[src/rtl/kt_ram_writer_pkg.sv]
`default_nettype none
// ============================================================================
// Module   : kt_ram_writer_pkg
// Brief    : Shared constants, state encoding and word split helper for the
//            round-constant RAM writer.
// Revision : 1.0 - initial release
// ============================================================================
package kt_ram_writer_pkg;

    localparam int RAM_ADDR_WIDTH = 8;
    localparam int KT_BASE_ADDR   = 'h80;
    localparam int KT_WORD_COUNT  = 64;

    typedef enum logic [2:0] {
        ST_IDLE   = 3'd0,
        ST_WRITE  = 3'd1,
        ST_DONE   = 3'd2,
        ST_VERIFY = 3'd3,
        ST_VDRAIN = 3'd4
    } kt_state_e;

    typedef struct packed {
        logic [15:0] hi;
        logic [15:0] lo;
    } kt_word_t;

    function automatic kt_word_t kt_split(input logic [31:0] word);
        kt_word_t w;
        w.hi = word[31:16];
        w.lo = word[15:0];
        return w;
    endfunction

endpackage
`default_nettype wire

[src/rtl/kt_ram_writer.sv]
`default_nettype none
// ============================================================================
// Module   : kt_ram_writer
// Brief    : Streams WORD_COUNT 32-bit Kt words into the hi/lo RAM pair at
//            BASE_ADDR+i. Optional read-back check: KT_WRITER_VERIFY_EN.
// Revision : 1.0 - initial release
// ============================================================================
module kt_ram_writer
    import kt_ram_writer_pkg::*;
#(
    parameter int ADDR_WIDTH = RAM_ADDR_WIDTH,
    parameter int BASE_ADDR  = KT_BASE_ADDR,
    parameter int WORD_COUNT = KT_WORD_COUNT
) (
    input  logic                  clk,
    input  logic                  reset,
    input  logic                  start,
    input  logic                  in_valid,
    input  logic [31:0]           in_data,
    output logic                  in_ready,
    output logic [ADDR_WIDTH-1:0] ram_waddr,
    output logic [15:0]           ram_wdata_hi,
    output logic [15:0]           ram_wdata_lo,
    output logic                  ram_we,
`ifdef KT_WRITER_VERIFY_EN
    output logic [ADDR_WIDTH-1:0] ram_raddr,
    input  logic [15:0]           ram_rdata_hi,
    input  logic [15:0]           ram_rdata_lo,
    output logic                  verify_error,
    output logic [ADDR_WIDTH-1:0] err_addr,
`endif
    output logic                  busy,
    output logic                  done,
    output logic [6:0]            words_written
);

    generate
        if ((BASE_ADDR + WORD_COUNT > (1 << ADDR_WIDTH)) || (WORD_COUNT < 1) ||
            (WORD_COUNT > 127)) begin : g_param_check
            $error("kt_ram_writer: BASE_ADDR+WORD_COUNT exceeds RAM depth or WORD_COUNT out of range");
        end
    endgenerate

    localparam logic [6:0]            c_last_idx = 7'(WORD_COUNT - 1);
    localparam logic [ADDR_WIDTH-1:0] c_base     = ADDR_WIDTH'(BASE_ADDR);

    kt_state_e             r_state;
    logic                  r_we;
    logic                  r_busy;
    logic                  r_done;
    logic [ADDR_WIDTH-1:0] r_waddr;
    logic [15:0]           r_hi;
    logic [15:0]           r_lo;
    logic [6:0]            r_count;

    logic                  w_ready;
    logic                  w_accept;
    logic                  w_last;
    logic [ADDR_WIDTH-1:0] w_waddr;
    kt_word_t              w_word;

`ifdef KT_WRITER_VERIFY_EN
    logic [ADDR_WIDTH-1:0] r_raddr;
    logic [6:0]            r_vidx;
    logic                  r_p1_v;
    logic                  r_p1_last;
    logic [31:0]           r_p1_data;
    logic                  r_p2_v;
    logic                  r_p2_last;
    logic [31:0]           r_p2_data;
    logic [ADDR_WIDTH-1:0] r_p2_addr;
    logic                  r_verr;
    logic [ADDR_WIDTH-1:0] r_eaddr;
    logic                  w_mismatch;

    assign w_ready    = (r_state == ST_WRITE) || (r_state == ST_VERIFY);
    assign w_mismatch = r_p2_v && ({ram_rdata_hi, ram_rdata_lo} != r_p2_data);
`else
    assign w_ready    = (r_state == ST_WRITE);
`endif

    assign w_accept = in_valid & w_ready;
    assign w_last   = (r_count == c_last_idx);
    assign w_waddr  = c_base + ADDR_WIDTH'(r_count);
    assign w_word   = kt_split(in_data);

    always_ff @(posedge clk) begin
        if (reset) begin
            r_state <= ST_IDLE;
            r_we    <= 1'b0;
            r_busy  <= 1'b0;
            r_done  <= 1'b0;
            r_waddr <= c_base;
            r_hi    <= 16'd0;
            r_lo    <= 16'd0;
            r_count <= 7'd0;
`ifdef KT_WRITER_VERIFY_EN
            r_raddr   <= c_base;
            r_vidx    <= 7'd0;
            r_p1_v    <= 1'b0;
            r_p1_last <= 1'b0;
            r_p1_data <= 32'd0;
            r_p2_v    <= 1'b0;
            r_p2_last <= 1'b0;
            r_p2_data <= 32'd0;
            r_p2_addr <= c_base;
            r_verr    <= 1'b0;
            r_eaddr   <= '0;
`endif
        end else begin
            r_we <= 1'b0;
`ifdef KT_WRITER_VERIFY_EN
            r_p1_v    <= 1'b0;
            r_p2_v    <= r_p1_v;
            r_p2_last <= r_p1_last;
            r_p2_data <= r_p1_data;
            r_p2_addr <= r_raddr;
            // Only the first mismatching address is kept
            if (w_mismatch && !r_verr) begin
                r_verr  <= 1'b1;
                r_eaddr <= r_p2_addr;
            end
`endif
            case (r_state)
                ST_IDLE, ST_DONE: begin
                    if (start) begin
                        r_state <= ST_WRITE;
                        r_busy  <= 1'b1;
                        r_done  <= 1'b0;
                        r_count <= 7'd0;
`ifdef KT_WRITER_VERIFY_EN
                        r_verr  <= 1'b0;
                        r_eaddr <= '0;
`endif
                    end
                end
                ST_WRITE: begin
                    if (w_accept) begin
                        r_we    <= 1'b1;
                        r_waddr <= w_waddr;
                        r_hi    <= w_word.hi;
                        r_lo    <= w_word.lo;
                        r_count <= r_count + 7'd1;
                        if (w_last) begin
`ifdef KT_WRITER_VERIFY_EN
                            r_state <= ST_VERIFY;
                            r_vidx  <= 7'd0;
`else
                            r_state <= ST_DONE;
                            r_busy  <= 1'b0;
                            r_done  <= 1'b1;
`endif
                        end
                    end
                end
`ifdef KT_WRITER_VERIFY_EN
                ST_VERIFY: begin
                    // Source re-streams the table; each word is checked against the RAM read-back
                    if (w_accept) begin
                        r_raddr   <= c_base + ADDR_WIDTH'(r_vidx);
                        r_p1_v    <= 1'b1;
                        r_p1_last <= (r_vidx == c_last_idx);
                        r_p1_data <= in_data;
                        r_vidx    <= r_vidx + 7'd1;
                        if (r_vidx == c_last_idx) begin
                            r_state <= ST_VDRAIN;
                        end
                    end
                end
                ST_VDRAIN: begin
                    if (r_p2_v && r_p2_last) begin
                        r_state <= ST_DONE;
                        r_busy  <= 1'b0;
                        r_done  <= 1'b1;
                    end
                end
`endif
                default: begin
                    r_state <= ST_IDLE;
                    r_busy  <= 1'b0;
                end
            endcase
        end
    end

    assign in_ready      = w_ready;
    assign ram_we        = r_we;
    assign ram_waddr     = r_waddr;
    assign ram_wdata_hi  = r_hi;
    assign ram_wdata_lo  = r_lo;
    assign busy          = r_busy;
    assign done          = r_done;
    assign words_written = r_count;
`ifdef KT_WRITER_VERIFY_EN
    assign ram_raddr     = r_raddr;
    assign verify_error  = r_verr;
    assign err_addr      = r_eaddr;
`endif

endmodule
`default_nettype wire

[config.mk]
export PLATFORM = sky130hd
export DESIGN_NAME = kt_ram_writer
export DESIGN_NICKNAME = d
export VERILOG_FILES = /design/src/rtl/kt_ram_writer_pkg.sv /design/src/rtl/kt_ram_writer.sv
export SDC_FILE = /design/constraint.sdc
export NUM_CORES = 1
export LEC_CHECK = 0
export BUFFER_PORTS_ARGS = -buffer_cell sky130_fd_sc_hd__buf_2
export CELL_PAD_IN_SITES_DETAIL_PLACEMENT = 1
export CELL_PAD_IN_SITES_GLOBAL_PLACEMENT = 1
export CORE_UTILIZATION = 25
export CTS_CLUSTER_SIZE = 10
export DETAILED_ROUTE_END_ITERATION = 8
export PLACE_DENSITY_LB_ADDON = 0.1
export SLEW_MARGIN = 40
export SYNTH_ARGS = -nofsm -noshare
export SYNTH_HDL_FRONTEND = slang
export SYNTH_SLANG_ARGS = --single-unit
[constraint.sdc]
create_clock -name clk -period 1.5 [get_ports clk]
set_clock_uncertainty 0.2 [all_clocks]
set_input_delay 0.375 -clock clk [delete_from_list [all_inputs] [get_ports clk]]
set_output_delay 0.375 -clock clk [all_outputs]
set_load 0.03 [all_outputs]
# == Word-level counts from Yosys, hierarchy flattened ==
# Cells that the tools add are included.
# op_classes
add_sub_neg,2
eq_ne,6
n_mux,16
bitwise,2
n_reduce_logical,8
# ops
operator,n
$mux 7,2
$pmux 7 s2,1
$mux 3,3
$add 8x7->8 const A,1
$add 7x1->7 const B,1
$eq 7x6->1 const B,1
$mux 1,7
$pmux 3 s2,1
$reduce_and 3->1,2
$ne 2x1->1 const B,2
$pmux 1 s2,2
$reduce_and 4->1,1
$reduce_or 2->1,2
$eq 3x1->1 const B,1
$eq 3x2->1 const B,1
$logic_not 3->1,1
$ne 2x2->1 const B,1
$reduce_and 2->1,1
$reduce_bool 2->1,1
$and 1x1->1,1
$not 1->1,1
# word_totals
register_bits,53
input_bits,36
output_inout_bits,51
word_cells,42

# == Depth between registers and ports, before layout ==
# Gate-level depths: netlist of run 1.
# logic_depth
depth_word,4
depth_mapped,6
ltp_nobuf,4

# == Worst setup path after synthesis of run 1 ==
# OpenSTA, ideal clock, no wires.
# synth_timing
kind,register to register
startpoint,"register r_count[0], in the netlist words_written[0]"
endpoint,"register r_count[6], in the netlist words_written[6]"
setup_ps,120
t_arrival_ps,1609
path_slack_ps,-428
path_stages_with_launch,5
n_path_buf,0
synth_period_minus_slack_ps,1928
path_cell_list,dfxtp_1 > ha_1 > nand3_1 > or4_1 > a211o_1
# synth_via
elab_chain_cells,3
# synth_lines
item,line_no,text
start: declaration,kt_ram_writer.sv:54,logic [6:0] r_count;
start signal: assignment,kt_ram_writer.sv:143,r_count <= r_count + 7'd1;
$add 7x1->7,kt_ram_writer.sv:143,
$mux 7,kt_ram_writer.sv:138,if (w_accept) begin
$pmux 7 s2,kt_ram_writer.sv:124,case (r_state)
# Every way passes these cells. The select of a mux whose other input is x is not followed.
# A chain may end at the register's enable or synchronous reset.

# == Final worst setup path of run 1 ==
# layout_timing
startpoint,register r_state[0]
endpoint,output port in_ready
# layout_via
elab_chain_cells,1
# layout_lines
item,line_no,text
start: declaration,kt_ram_writer.sv:47,kt_state_e r_state;
start signal: assignment,kt_ram_writer.sv:89,r_state <= ST_IDLE;
start signal: assignment,kt_ram_writer.sv:127,r_state <= ST_WRITE;
start signal: assignment,kt_ram_writer.sv:149,r_state <= ST_DONE;
$eq 3x1->1,kt_ram_writer.sv:79,assign w_ready = (r_state == ST_WRITE);
end: declaration,kt_ram_writer.sv:20,"output logic in_ready,"
# Every way passes these cells.

==> results of run 1 <==
-- layout make-up --
type	count	area (um^2)
fillers	917	4460
multi-input cells	166	906
flip-flops and latches	51	1040
clock buffers	6	72.6
well taps	99	124
repair buffers	122	783
clock inverters	2	12.5
inverters	1	3.75
-- worst max-delay path, cell delays in order, from the launching register on --
cell and delay [ns]:
dfxtp_4 0.40, nor2b_4 0.17, buf_6 0.14
-- cell usage after synthesis, types with 2 or more instances --
| cell | number |
|---|---|
| a211oi_1 | 2 |
| a21oi_1 | 43 |
| buf_1 | 2 |
| buf_2 | 6 |
| buf_4 | 2 |
| buf_6 | 2 |
| clkbuf_1 | 6 |
| dfxtp_1 | 51 |
| mux2_2 | 3 |
| nand2_1 | 81 |
| nand2b_1 | 2 |
| nand3_1 | 4 |
| nor2_1 | 3 |
| nor2b_1 | 2 |
| nor3_1 | 5 |
| nor3b_1 | 3 |
| nor4b_1 | 2 |
| o2111ai_1 | 2 |
-- registers in the layout (all words and copies together) (netlist names) --
register / count
busy: 1
ram_waddr: 7
done: 1
ram_wdata_hi: 16
words_written: 7
ram_wdata_lo: 16
ram_we: 1
r_state: 2
-- metrics by stage --
stage	cell area [um^2]	total power, uW	std cells	worst slack, ns	util, %
finish	2940	2610	447	-0.0782	39.7
floorplan	1980	1670	236	-0.133	-
CTS	2810	2630	437	-0.0875	38.0
detailed placement	2610	1820	425	-0.152	35.2
global route	2940	2760	447	-0.129	39.7
global placement	2610	1810	425	-0.136	35.2
-- logic make-up after synthesis --
group / Yosys count / share of synthesized area [%]
buffers and inverters: 19 / 5.21
XOR/XNOR: 1 / 0.450
flip-flops: 51 / 52.4
other: 1 / 0.193
adder cells (fa/ha/maj): 1 / 0.643
multiplexers: 3 / 1.74
AO/OA/AOI/OAI: 50 / 13.9
AND/OR/NAND/NOR: 110 / 25.4
-- power breakdown --
| group | total (uW) | internal [uW] | switching, uW | leakage, uW |
|---|---|---|---|---|
| logic | 408 | 162 | 246 | 0.000864 |
| clock network | 783 | 327 | 455 | 0.0000412 |
| registers | 1410 | 1390 | 24.0 | 0.000419 |
-- metal layers --
| metal | track usage (%) | vias up | routed length (um) |
|---|---|---|---|
| met3 | 3.81 | 4 | 299 |
| met2 | 24.5 | 59 | 2750 |
| met4 | 2.82 | 0 | 40 |
| li1 | - | 1002 | - |
| met5 | 0 | - | 0 |
| met1 | 18.8 | 897 | 2740 |
-- how the worst max path moves through the flow --
stage | startpoint | to | cells past startpoint
floorplan | words_written[1]$_SDFFE_PP0P_ | words_written[6]$_SDFFE_PP0P_ | 4
global placement | in_valid | words_written[4]$_SDFFE_PP0P_ | 4
CTS | r_state[0]$_SDFFE_PP0P_ | in_ready | 2
detailed placement | in_valid | words_written[6]$_SDFFE_PP0P_ | 4
finish | r_state[0]$_SDFFE_PP0P_ | in_ready | 2
global route | r_state[0]$_SDFFE_PP0P_ | in_ready | 2
-- repair_timing --
action	4_1_cts	5_1_grt
setup endpoints to repair	40	20
buffers inserted	4	10
gates resized for setup	26	13
pin swaps	0	3
==> impl_metrics.csv, run 1 <==
group,metric,value,unit
run_status,status,"finished with violations",
run_status,violations,"negative setup slack",
hold_path,min-delay-start,"in_data[3]",
power_and_ir_drop,power.density,885,mW/mm^2
global_routing,grt_max_degree,23,
global_routing,antenna_found_initial,0,
cts,cts_tree,"built",
worst_setup_path,reg2reg_slack,-0.08,ns
synth,yosys-top-cells-area,"dfxtp_1, nand2_1, a21oi_1",
detailed_routing,vias,1962,
placed_design,finalWeightedCongestion,0.760,
synth,yosysTopAreaCellShare,52.4,%
synth,synth-edff-count,0,
timing,timing.final.crit_share,105,%
die,pin_count,87,
synth,synthDistinctLibCells,33,
worst_setup_path,cp-end-kind,"output port",
worst_setup_path,worstPathMaxFanout,8,
cts,numCtsBuffers,5,
detailed_routing,drc,0,
synth,synth-async-reset-ratio,0,%
cts,cts-root-buf,"clkbuf_8",
power_and_ir_drop,leakage,0.00132,uW
die,start_util,26.3,%
synth,synth_area_per_cell,8.25,um^2
synth,yosysSeqAreaShare,52.4,%
synth,syn_nets,273,
global_routing,grt_pass1_wl,9560,um
timing,drv_slew,0,
final_layout,nNetsFinal,384,
synth,synth_warnings,0,
worst_setup_path,worstSetupPathType,"flop to output port",
job,maxCapViolCount,0,
timing,holdWs,0.101,ns
worst_setup_path,worstRegToRegCells,4,
detailed_routing,ant_nets,0,
timing,fin_crit,1.58,ns
cts,htreeDepth,2,
worst_setup_path,crit_arrival,1.00,ns
detailed_routing,drt-pass1-iter-count,4,
detailed_routing,wire_per_inst,13.0,um
die,rows,31,
placed_design,place_hpwl,4080,um
final_layout,mostFrequentLayoutCell,"nand2_1",
cts,clock_latency,0.30,ns
timing,setup_tns,-0.195,ns
cts,clk_pin_slew,0.09,ns
hold_path,hold_end,"ram_wdata_lo[3]$_SDFFE_PP0P_",
worst_setup_path,r2r_start,"words_written[1]$_SDFFE_PP0P_",
synth,synthFlopType,"dfxtp_1",
worst_setup_path,critPathLaunchType,"flop",
global_routing,overflow,0,
detailed_routing,first_iter_violations,32,
synth,syn_area,0.00195,mm^2
die,die_h,90.2,um
worst_setup_path,required,0.92,ns
timing,max_freq,634,MHz
die,die_x,90.2,um
global_routing,first_global_vias,1970,
cts,cts.sinks,51,
cts,clk_path_buf_depth,2,
worst_setup_path,r2r-end,"words_written[6]$_SDFFE_PP0P_",
final_layout,drive_above_1_share,44.3,%
final_layout,final_cell_mix,"nand2_1, buf_2, a21oi_1, dfxtp_1, buf_4",
die,fp.coreArea,0.00741,mm^2
cts,cts_hold_buf,0,
synth,synth_top_area_cell,"dfxtp_1",
hold_path,hold_path_depth,3,
timing,setup_viol,4,
die,dieArea,0.00814,mm^2
timing,worst_slack,-0.0782,ns
detailed_routing,wl,5830,um
timing,rsz0062_at_grt,"true",
hold_path,hold_path_class,"input pin to flop",
timing,hold_viol,0,
global_routing,grt_usage,14.6,%
final_layout,num_antenna_cells,0,
final_layout,area_growth_syn_to_layout,51.2,%
placed_design,port_buffers,85,
synth,synth-seq-cells,51,
synth,netlist_instances,236,
power_and_ir_drop,vdd_drop_max,0.380,mV
detailed_routing,vias_per_cell,4.39,
No activity file was read; power rests on OpenSTA's default activity.
==> run 2: changes to the inputs <==
--- a/config.mk
+++ b/config.mk
@@ -11,7 +11,7 @@
 export CORE_UTILIZATION = 25
 export CTS_CLUSTER_SIZE = 10
 export DETAILED_ROUTE_END_ITERATION = 8
-export PLACE_DENSITY_LB_ADDON = 0.1
+export PLACE_DENSITY = 0.67
 export SLEW_MARGIN = 40
 export SYNTH_ARGS = -nofsm -noshare
 export SYNTH_HDL_FRONTEND = slang
==> run 2 against run 1 <==
The run still ends with negative setup slack left. Final cell count increased by 2.2%. Largest cell class unchanged. Sequential power about the same. Count of clock-buffer cells in the layout unchanged. Sequential cell count unchanged. Die area unchanged. Via count increased by 5.7%. Non-clock buffer count increased by 10. Power increased by 16%.
==> impl_metrics.csv, run 2 (synthesis gave the netlist of run 1 again) <==
group,metric,value,unit
cts,clk_pin_slew,0.10,ns
die,start_util,26.3,%
global_routing,grt_pass1_wl,9760,um
placed_design,port_buffers,85,
worst_setup_path,crit_buf_inv,1,
power_and_ir_drop,switching_power,767,uW
power_and_ir_drop,p_comb_share,15.7,%
worst_setup_path,cp_top_family,"simple AND/OR/NAND/NOR gates",
run_status,status,"finished with violations",
worst_setup_path,worstRegToRegCells,4,
detailed_routing,vias,2073,
hold_path,hold_path_class,"input pin to flop",
cts,cts.sinks,51,
die,dieArea,0.00814,mm^2
worst_setup_path,cpPeakStageDelay,0.38,ns
cts,cts_tree,"built",
timing,timing.final.crit_share,107,%
global_routing,antenna_found_initial,0,
power_and_ir_drop,vdd_drop_max,0.504,mV
die,die_h,90.2,um
worst_setup_path,cp-end-kind,"flop",
detailed_routing,drt-pass1-iter-count,3,
timing,worst_slack,-0.107,ns
timing,fin_crit,1.61,ns
timing,setup_viol,41,
die,rows,31,
cts,clk_path_buf_depth,2,
final_layout,num_antenna_cells,0,
cts,numCtsBuffers,5,
final_layout,drive_above_1_share,52.8,%
detailed_routing,first_iter_violations,40,
global_routing,first_global_vias,2038,
global_routing,overflow,0,
worst_setup_path,worstSetupPathType,"flop to flop",
placed_design,place_hpwl,4050,um
detailed_routing,wire_per_inst,14.8,um
power_and_ir_drop,pwr-share-seq,46.8,%
global_routing,grt_usage,14.6,%
power_and_ir_drop,internal_power,2260,uW
final_layout,area_growth_syn_to_layout,66.9,%
power_and_ir_drop,p_sw_share,25.4,%
timing,max_freq,622,MHz
hold_path,min-delay-start,"in_data[1]",
detailed_routing,vias_per_cell,4.54,
timing,drv_slew,0,
die,pin_count,87,
power_and_ir_drop,leakage,0.00143,uW
hold_path,hold_end,"ram_wdata_lo[1]$_SDFFE_PP0P_",
power_and_ir_drop,clkPwrFrac,37.5,%
worst_setup_path,cpMaxStageDelayCell,"dfxtp_4",
worst_setup_path,required,1.50,ns
detailed_routing,ant_nets,0,
cts,htreeDepth,2,
worst_setup_path,r2r_start,"r_state[0]$_SDFFE_PP0P_",
die,fp.coreArea,0.00741,mm^2
worst_setup_path,critPathLaunchType,"flop",
final_layout,final_cell_mix,"buf_2, nand2_1, dfxtp_1, buf_4, a21oi_1",
timing,holdWs,0.0935,ns
worst_setup_path,worstPathMaxFanout,7,
cts,cts-root-buf,"clkbuf_8",
run_status,violations,"negative setup slack",
placed_design,dp_slack,-0.146,ns
worst_setup_path,path_cells,"nor2b_1 > buf_4 > nor3_1 > mux2_4",
final_layout,mostFrequentLayoutCell,"buf_2",
die,die_x,90.2,um
final_layout,nNetsFinal,394,
hold_path,hold_path_depth,3,
worst_setup_path,crit_arrival,1.61,ns
detailed_routing,wl,6750,um
worst_setup_path,r2r-end,"words_written[3]$_SDFFE_PP0P_",
global_routing,grt_max_degree,24,
power_and_ir_drop,power.density,931,mW/mm^2
cts,cts_hold_buf,0,
timing,rsz0062_at_grt,"true",
detailed_routing,drc,0,
job,maxCapViolCount,0,
cts,clock_latency,0.31,ns
timing,hold_viol,0,
worst_setup_path,reg2reg_slack,-0.11,ns
placed_design,finalWeightedCongestion,0.779,
run 2: how the worst max path moves through the flow:
stage,from,endpoint,cells after the start
6_report,r_state[0]$_SDFFE_PP0P_,words_written[3]$_SDFFE_PP0P_,4
5_1_grt,r_state[0]$_SDFFE_PP0P_,words_written[3]$_SDFFE_PP0P_,4
4_1_cts,r_state[1]$_SDFFE_PP0P_,in_ready,3
3_5_place_dp,in_valid,words_written[6]$_SDFFE_PP0P_,4
3_3_place_gp,in_valid,words_written[6]$_SDFFE_PP0P_,4
2_1_floorplan,words_written[1]$_SDFFE_PP0P_,words_written[6]$_SDFFE_PP0P_,4
run 2: metrics by stage:
| stage | TNS, ns | instance area, um^2 | power [uW] | util [%] | instances |
|---|---|---|---|---|---|
| global placement | -0.436 | 2620 | 1810 | 35.3 | 426 |
| detailed placement | -1.41 | 2620 | 1820 | 35.3 | 426 |
| floorplan | -0.257 | 1980 | 1670 | - | 236 |
| CTS | -0.529 | 2920 | 2990 | 39.5 | 442 |
| finish | -1.20 | 3250 | 3020 | 43.9 | 457 |
| global route | -3.71 | 3250 | 3170 | 43.9 | 457 |
run 2: metal layers:
metal | routed length, um | track usage, %
met1 | 2990 | 17.7
met2 | 3370 | 25.8
met3 | 326 | 4.15
met4 | 64 | 2.96
met5 | 0 | 0
run 2: power groups by stage:
stage               Clock (uW)  Combinational, uW  Sequential (uW)
floorplan                    0                141             1530
global placement             0                360             1450
detailed placement           0                369             1450
CTS                       1180                396             1420
global route              1240                509             1420
finish                    1130                474             1410
run 2: what timing repair did:
item / in CTS / in global routing
gates cloned: 0 / 6
buffers inserted: 8 / 9
pin swaps: 1 / 11
endpoints found under the setup margin: 54 / 55
resized for setup: 34 / 35
run 2: final cells by class:
class,instances,area [um^2]
fill,895,4160
sequential,51,1040
multi-input combinational,166,993
timing repair buffer,132,953
tap,99,124
clock buffer,6,72.6
clock inverter,2,60.1
inverter,1,3.75
run 2: worst min-delay path, delay by kind of cell:
family,cells,cell delay [ns]
buffers and inverters,1,0.10
and+or+nand+nor,1,0.05
AOI/OAI and AO/OA,1,0.05
